===== src/rtl/layer2_membrane_update_gen.sv =====
// layer2_membrane_update_gen: fetches layer-2 weight rows per layer-1 spike,
// accumulates signed per-lane sums over a timestep and emits them on done.
// Ports: clk, reset_n (async low); pre_spike_* valid/ready address input;
// timestep_done_i / this_sample_done_i control; weight_rd_* sync memory
// read port (data 1 cycle after en); membrane_update_o/_valid_o emit; busy_o.
// Option: LAYER2_UPDATE_SATURATE_EN selects saturating lane adds (else wrap).
module layer2_membrane_update_gen #(
  parameter int BIT_WIDTH_MEMBRANE = 16,
  parameter int BIT_WIDTH_WEIGHT   = 8,
  parameter int NEURON_NUM_IN_SET  = 20,
  parameter int BIT_WIDTH_PRE_ADDR = 8,
  parameter int PRE_NEURON_NUM     = 200
) (
  input  logic clk,
  input  logic reset_n,
  input  logic [BIT_WIDTH_PRE_ADDR-1:0] pre_spike_addr_i,
  input  logic pre_spike_valid_i,
  output logic pre_spike_ready_o,
  input  logic timestep_done_i,
  input  logic this_sample_done_i,
  output logic weight_rd_en_o,
  output logic [BIT_WIDTH_PRE_ADDR-1:0] weight_rd_addr_o,
  input  logic [BIT_WIDTH_WEIGHT*NEURON_NUM_IN_SET-1:0] weight_rd_data_i,
  output logic [BIT_WIDTH_MEMBRANE*NEURON_NUM_IN_SET-1:0] membrane_update_o,
  output logic membrane_update_valid_o,
  output logic busy_o
);

  localparam int BM = BIT_WIDTH_MEMBRANE;
  localparam int BW = BIT_WIDTH_WEIGHT;
  localparam int N  = NEURON_NUM_IN_SET;
  localparam int AW = BIT_WIDTH_PRE_ADDR;
  localparam logic [AW:0] ADDR_LIM = (AW+1)'(PRE_NEURON_NUM);

  typedef enum logic [1:0] {
    ACCUM,
    DRAIN,
    EMIT
  } state_e;

  state_e state_q, state_d;
  logic pending_q, pending_d;
  logic valid_q, valid_d;
  logic [BM*N-1:0] upd_q, upd_d;
  logic signed [BM-1:0] acc_q [N];
  logic signed [BM-1:0] acc_d [N];
  logic signed [BM-1:0] acc_sum [N];
  logic fire;
  logic in_range;

  function automatic logic signed [BM-1:0] lane_add(
    input logic signed [BM-1:0] a,
    input logic signed [BW-1:0] w
  );
`ifdef LAYER2_UPDATE_SATURATE_EN
    logic signed [BM:0] s;
    s = {a[BM-1], a} + {{(BM-BW+1){w[BW-1]}}, w};
    // top two bits disagree only when the add left the BM-bit range
    if (s[BM] != s[BM-1]) begin
      lane_add = s[BM] ? {1'b1, {(BM-1){1'b0}}}
                       : {1'b0, {(BM-1){1'b1}}};
    end else begin
      lane_add = s[BM-1:0];
    end
`else
    lane_add = a + {{(BM-BW){w[BW-1]}}, w};
`endif
  endfunction

  assign pre_spike_ready_o = (state_q == ACCUM) && !this_sample_done_i;
  assign fire = pre_spike_valid_i && pre_spike_ready_o;
  assign in_range = {1'b0, pre_spike_addr_i} < ADDR_LIM;
  assign weight_rd_en_o = fire && in_range;
  assign weight_rd_addr_o = weight_rd_en_o ? pre_spike_addr_i : '0;
  assign membrane_update_o = upd_q;
  assign membrane_update_valid_o = valid_q;
  assign busy_o = (state_q != ACCUM) || pending_q;

  always_comb begin
    for (int i = 0; i < N; i++) begin
      acc_sum[i] = pending_q
        ? lane_add(acc_q[i], $signed(weight_rd_data_i[BW*i +: BW]))
        : acc_q[i];
    end
  end

  always_comb begin
    state_d = state_q;
    pending_d = 1'b0;
    valid_d = 1'b0;
    upd_d = upd_q;
    for (int i = 0; i < N; i++) acc_d[i] = acc_q[i];
    if (this_sample_done_i) begin
      // abort: in-flight read data is dropped with the pending flag
      for (int i = 0; i < N; i++) acc_d[i] = '0;
      state_d = ACCUM;
    end else begin
      unique case (state_q)
        ACCUM: begin
          for (int i = 0; i < N; i++) acc_d[i] = acc_sum[i];
          pending_d = weight_rd_en_o;
          if (timestep_done_i) state_d = DRAIN;
        end
        DRAIN: begin
          // last spike's row lands now; snapshot includes it
          for (int i = 0; i < N; i++) begin
            acc_d[i] = acc_sum[i];
            upd_d[BM*i +: BM] = acc_sum[i];
          end
          valid_d = 1'b1;
          state_d = EMIT;
        end
        EMIT: begin
          for (int i = 0; i < N; i++) acc_d[i] = '0;
          state_d = ACCUM;
        end
        default: state_d = ACCUM;
      endcase
    end
  end

  always_ff @(posedge clk or negedge reset_n) begin
    if (!reset_n) begin
      state_q <= ACCUM;
      pending_q <= 1'b0;
      valid_q <= 1'b0;
      upd_q <= '0;
      for (int i = 0; i < N; i++) acc_q[i] <= '0;
    end else begin
      state_q <= state_d;
      pending_q <= pending_d;
      valid_q <= valid_d;
      upd_q <= upd_d;
      for (int i = 0; i < N; i++) acc_q[i] <= acc_d[i];
    end
  end

endmodule


===== config.mk =====
export PLATFORM = sky130hd
export DESIGN_NAME = layer2_membrane_update_gen
export DESIGN_NICKNAME = d
export VERILOG_FILES = /design/src/rtl/layer2_membrane_update_gen.sv
export SDC_FILE = /design/constraint.sdc
export NUM_CORES = 2
export LEC_CHECK = 0
export BUFFER_PORTS_ARGS = -buffer_cell sky130_fd_sc_hd__buf_4
export CAP_MARGIN = 5
export CORE_MARGIN = 5
export CORE_UTILIZATION = 58
export DETAILED_ROUTE_END_ITERATION = 7
export GPL_TIMING_DRIVEN = 0
export PLACE_DENSITY = 0.79
export SLEW_MARGIN = 5
export SYNTH_ARGS = -nofsm -noshare
export SYNTH_HDL_FRONTEND = slang
export SYNTH_SLANG_ARGS = --single-unit

===== constraint.sdc =====
create_clock -name clk -period 3.6 [get_ports clk]
set_input_delay 1.08 -clock clk [delete_from_list [all_inputs] [get_ports clk]]
set_output_delay 1.08 -clock clk [all_outputs]
set_load 0.05 [all_outputs]

# Word level (Yosys, flattened, before mapping)
# Cells that the tools add are included.
# classes
addsub	20
n_lt_le_gt_ge	1
eq_ne	3
muxes	30
n_bitwise	1
reduce_logical	10
# ops
cell	n
$pmux 320 s2	1
$add 16x16->16	20
$mux 16	20
$mux 320	1
$lt 8x8->1 const B	1
$mux 8	1
$mux 1	4
$mux 2	2
$pmux 2 s2	1
$logic_and 1x1->1	3
$ne 3x3->1 const B	1
$reduce_bool 3->1	1
$eq 2x1->1 const B	1
$eq 2x2->1 const B	1
$logic_not 2->1	1
$reduce_and 2->1	1
$reduce_bool 2->1	1
$reduce_or 2->1	1
$logic_not 1->1	1
$logic_or 1x1->1	1
$not 1->1	1
# totals
regBits	644
output_inout_bits	332
word_cells	89

# Longest topological paths before layout
# depth
word_depth	6
mapped_depth	11
ltp_nobuf	11

# Least setup slack after synthesis
# OpenSTA, ideal clock, no wires.
# synth_path
kind	input port to output port
startpoint	in this_sample_done_i
endpoint	out weight_rd_addr_o[0]
arrival_time_ns	3.559
required_time_ns	2.520
setup_slack_ns	-1.039
path_stages	6
n_path_buf	2
path_cell_list	or2_2 clkbuf_1 nor2_1 and3_1 clkbuf_1 and2_1
# synth_between
elab_chain_cells	5
# synth_lines
item	line_no	text
from (decl)	20	input logic this_sample_done_i,
$logic_not 1->1	70	assign pre_spike_ready_o = (state_q == ACCUM) && !this_sample_done_i;
$logic_and 1x1->1	70	
via pre_spike_ready_o	18	output logic pre_spike_ready_o,
$logic_and 1x1->1	71	assign fire = pre_spike_valid_i && pre_spike_ready_o;
$logic_and 1x1->1	73	assign weight_rd_en_o = fire && in_range;
via weight_rd_en_o	21	output logic weight_rd_en_o,
$mux 8	74	assign weight_rd_addr_o = weight_rd_en_o ? pre_spike_addr_i : '0;
to (decl)	22	output logic [BIT_WIDTH_PRE_ADDR-1:0] weight_rd_addr_o,
# The timed path passes the listed nets, and every way through them passes these cells.

# Worst setup path in the final report
# layout_path
startpoint	in this_sample_done_i
endpoint	out weight_rd_addr_o[5]
# layout_between
elab_chain_cells	5
# layout_lines
item	line_no
$logic_not 1->1	70
$logic_and 1x1->1	70
$logic_and 1x1->1	71
$logic_and 1x1->1	73
$mux 8	74
# Every way passes these cells.

==> summary.txt <==
Power
  • Pwr Total: 23.4 mW
  • Maximum vdd ir drop: around 0.41 mV
  • Leakage: 22.2 nW
  • Pwr/cell area: 507 nW/µm²

Worst setup path
  • Crit path kind: primary input to output port
  • Setup crit start kind: primary input
  • CP Capture Type: output port
  • Crit path arrival time: approximately 2.5 ns
  • Worst Path Max Fanout: 9
  • Worst R2R Start: pending_q
  • Critical path required time: 2.52 ns
  • CP startpoint: this_sample_done_i

Routing
  • DR vias: 33,769
  • Post-DRT Antenna Nets: 0
  • Met1 wire length: 48,700 µm
  • WL final: 120,000 µm
  • DR WL/cell: 21.9 µm
  • DRC viols: 0
  • Via/cell ratio: 6.15
  • Drt first pass iters: 5
  • Initial DRC Count: 2,647
  • Highest routed layer: met5
  • Routed met2 length: 56,200 µm
  • WL met3: just under 10,000 µm

STA
  • RSZ-0062 raised after global routing: false
  • Rel. slew slack: 12.0%
  • Final Skew: around 0.017 ns
  • Final period util: 98.1%
  • Fin crit period: 3.53 ns
  • Highest clock rate: 283 MHz
  • Final hold viol count: 0
  • Max-slew violations: 0
  • Slew @ Worst Pin: 1.32 ns
  • Setup Viol. Count Final: 0
  • Total Neg Setup Slack: 0 ns

Cells and area
  • Layout cell share with drive strength beyond 1: between 10% and 20%
  • Design Area, Final: 46,200 µm²
  • Nets: 5,064
  • Multi-input gate area: approximately 22,000 µm²
  • Register area: 16,100 µm²
  • Filler cells: 5,110
  • Area Growth Syn to Fin: 19.2%

Hold path
  • Worst Hold Class: primary input to asynchronous set/reset pin

CTS
  • CTS tree: done
  • CTS buffer count: 71
  • CTS Root Cell: clkbuf_16
  • # H-tree levels: 3
  • Hold bufs inserted after CTS: 0
  • Clk sinks: 644
  • Clock-pin slew on the worst setup and hold paths: roughly 0.06 ns
  • Worst-skew pair later-pin latency: 0.62 ns
  • Longest Clk Path Bufs: 3

Synthesis
  • Avg Cell Area, Syn: 9.71 µm²
  • Mapped cell area: 38,700 µm²
  • Flops & latches, synth: 644
  • Sequential fraction of the synthesis area: 41.6%
  • Post-synthesis instance total: roughly 4,000
  • Ys async rst share: 100%
  • Largest area contributor in the synthesized netlist: dfrtp_1
  • EDFF count, synth: 0
  • Ys flop type: dfrtp_1
  • Number of distinct library cells after synthesis: 75
  • Mapped Nets: ~4,500
  • Most frequent cell after synthesis: dfrtp_1
  • Synth Warn #: 0
  • Top cells by count, synth: 644 x dfrtp_1, 457 x nand2_1, 380 x o21ai_0
  • Top-area cell type share of the netlist area: roughly two fifths
  • Synth top area cells: dfrtp_1 42%, ha_1 9.7%, a22o_1 6.2%

Job
  • MaxCap Viol Count: 0

Global route
  • GRT Util Overall: between 30% and 40%
  • First-pass GRT wire length: roughly 190,000 µm
  • Vias in the first global route: 33,404
  • Largest net degree at the start of global routing: 118
  • Initial antenna violation count: 7
  • Total gr overflow: 0

Place
  • IO Port Bufs: roughly 500
  • RD Place Congestion: 0.931
  • Placed cell area: approximately 44,000 µm²
  • Dpl hpwl: between 80,000 and 90,000 µm

Floorplanning
  • Core area: roughly 66,000 µm²
  • Die Area: 72,000 µm²
  • Die height: ~270 µm
  • Cell Rows: 94
  • Die Wd: 268 µm
  • Initial Util: ~59%
  • Boundary Pins: 505

Status
  • Outcome: completed
[layout make-up]
cell class | count | share of cell area (%)
inverters | 62 | 0.504
clock buffers | 108 | 4.61
multi-input cells | 3094 | 47.0
flip-flops and latches | 644 | 34.9
well taps | 864 | 2.34
diodes | 4 | 0.0217
plain buffers | 187 | 1.57
repair buffers | 511 | 8.59
clock inverters | 15 | 0.420
[flip-flops by register name, indices dropped and copies added, names as in the netlist]
name and flops:
pending_q 1, membrane_update_valid_o 1, state_q 2, acc_q 320, membrane_update_o 320
[cell usage in the layout (no fill, tap or decap), types with 27 or more instances in the layout]
| cell | synthesis | routed |
|---|---|---|
| a21o_1 | 97 | 97 |
| a21oi_1 | 305 | 305 |
| a22o_1 | 274 | 274 |
| a31oi_1 | 30 | 30 |
| and3_1 | 27 | 27 |
| buf_4 | 0 | 506 |
| clkbuf_1 | 176 | 189 |
| clkbuf_16 | 0 | 74 |
| dfrtp_1 | 644 | 644 |
| ha_1 | 300 | 300 |
| inv_1 | 61 | 61 |
| mux2i_1 | 236 | 236 |
| nand2_1 | 457 | 457 |
| nand2b_1 | 28 | 28 |
| nand3_1 | 39 | 39 |
| nor2_1 | 232 | 230 |
| nor3_1 | 64 | 64 |
| o21a_1 | 33 | 33 |
| o21ai_0 | 380 | 380 |
| o21bai_1 | 46 | 46 |
| xnor2_1 | 224 | 222 |
| xor2_1 | 42 | 42 |
[where the power goes]
part	leakage (nW)	switching, mW	total, mW	internal (mW)
registers	8.70	0.597	8.65	8.05
logic	12.4	4.98	7.35	2.36
clock network	1.15	3.05	7.41	4.36
[layer usage]
metal  vias to the layer above  global-route usage, %
met1                     16539                   43.0
li1                      15732                      -
met3                       278                   7.29
met2                      1216                   52.6
met5                         -                      0
met4                         4                   13.4
[path summary, 6_finish.rpt]
path | cells after the start | slack, ns | end
min in group clk | 2 | 0.48 | membrane_update_o[197]
min reg2reg | 2 | 0.48 | membrane_update_o[197]
max in group asynchronous | 3 | 1.81 | acc_q[297]
max | 7 | 0.07 | weight_rd_addr_o[5]
max reg2reg | 7 | 0.11 | membrane_update_o[2]
min | 1 | 0.41 | membrane_update_o[192]
[critical path, stage by stage]
cell,delay [ns]
buf_4,0.13
or2_2,0.36
nor2_4,0.20
and3_1,0.20
clkbuf_8,0.16
and2_4,0.13
buf_4,0.18
[cell families (layout without fill, tap and decap cells)]
family          Yosys count  after routing  share of synthesized area [%]
compound gates         1319           1319                           22.3
xor+xnor                266            266                           6.02
fa+ha+maj               320            320                           10.7
buf+inv                 251            883                           2.44
flops                   644            644                           41.6
mux                     237            237                           6.13
other cells               0              4                              0
simple gates            952            952                           10.7
[repair_timing]
| action | in CTS | in global routing |
|---|---|---|
| gates resized for setup | 3 | 11 |
| endpoints found under the hold margin | 0 | 0 |
| setup endpoints to repair | 9 | 9 |
| buffers inserted | 1 | 0 |
| pin swaps | 1 | 0 |
[through the flow]
step / setup WS, ns / hold WS [ns] / util (%) / std cells
4_1_cts: 0.0369 / 0.398 / 69.9 / 5485
3_3_place_gp: -5.82 / 0.461 / 66.1 / 5357
3_5_place_dp: -0.532 / 0.472 / 66.4 / 5363
5_1_grt: 0.00772 / 0.435 / 70.0 / 5489
6_report: 0.0672 / 0.411 / 70.0 / 5489
2_1_floorplan: 0.00753 / 0.466 / - / 3989
No activity file was read; power rests on OpenSTA's default activity.
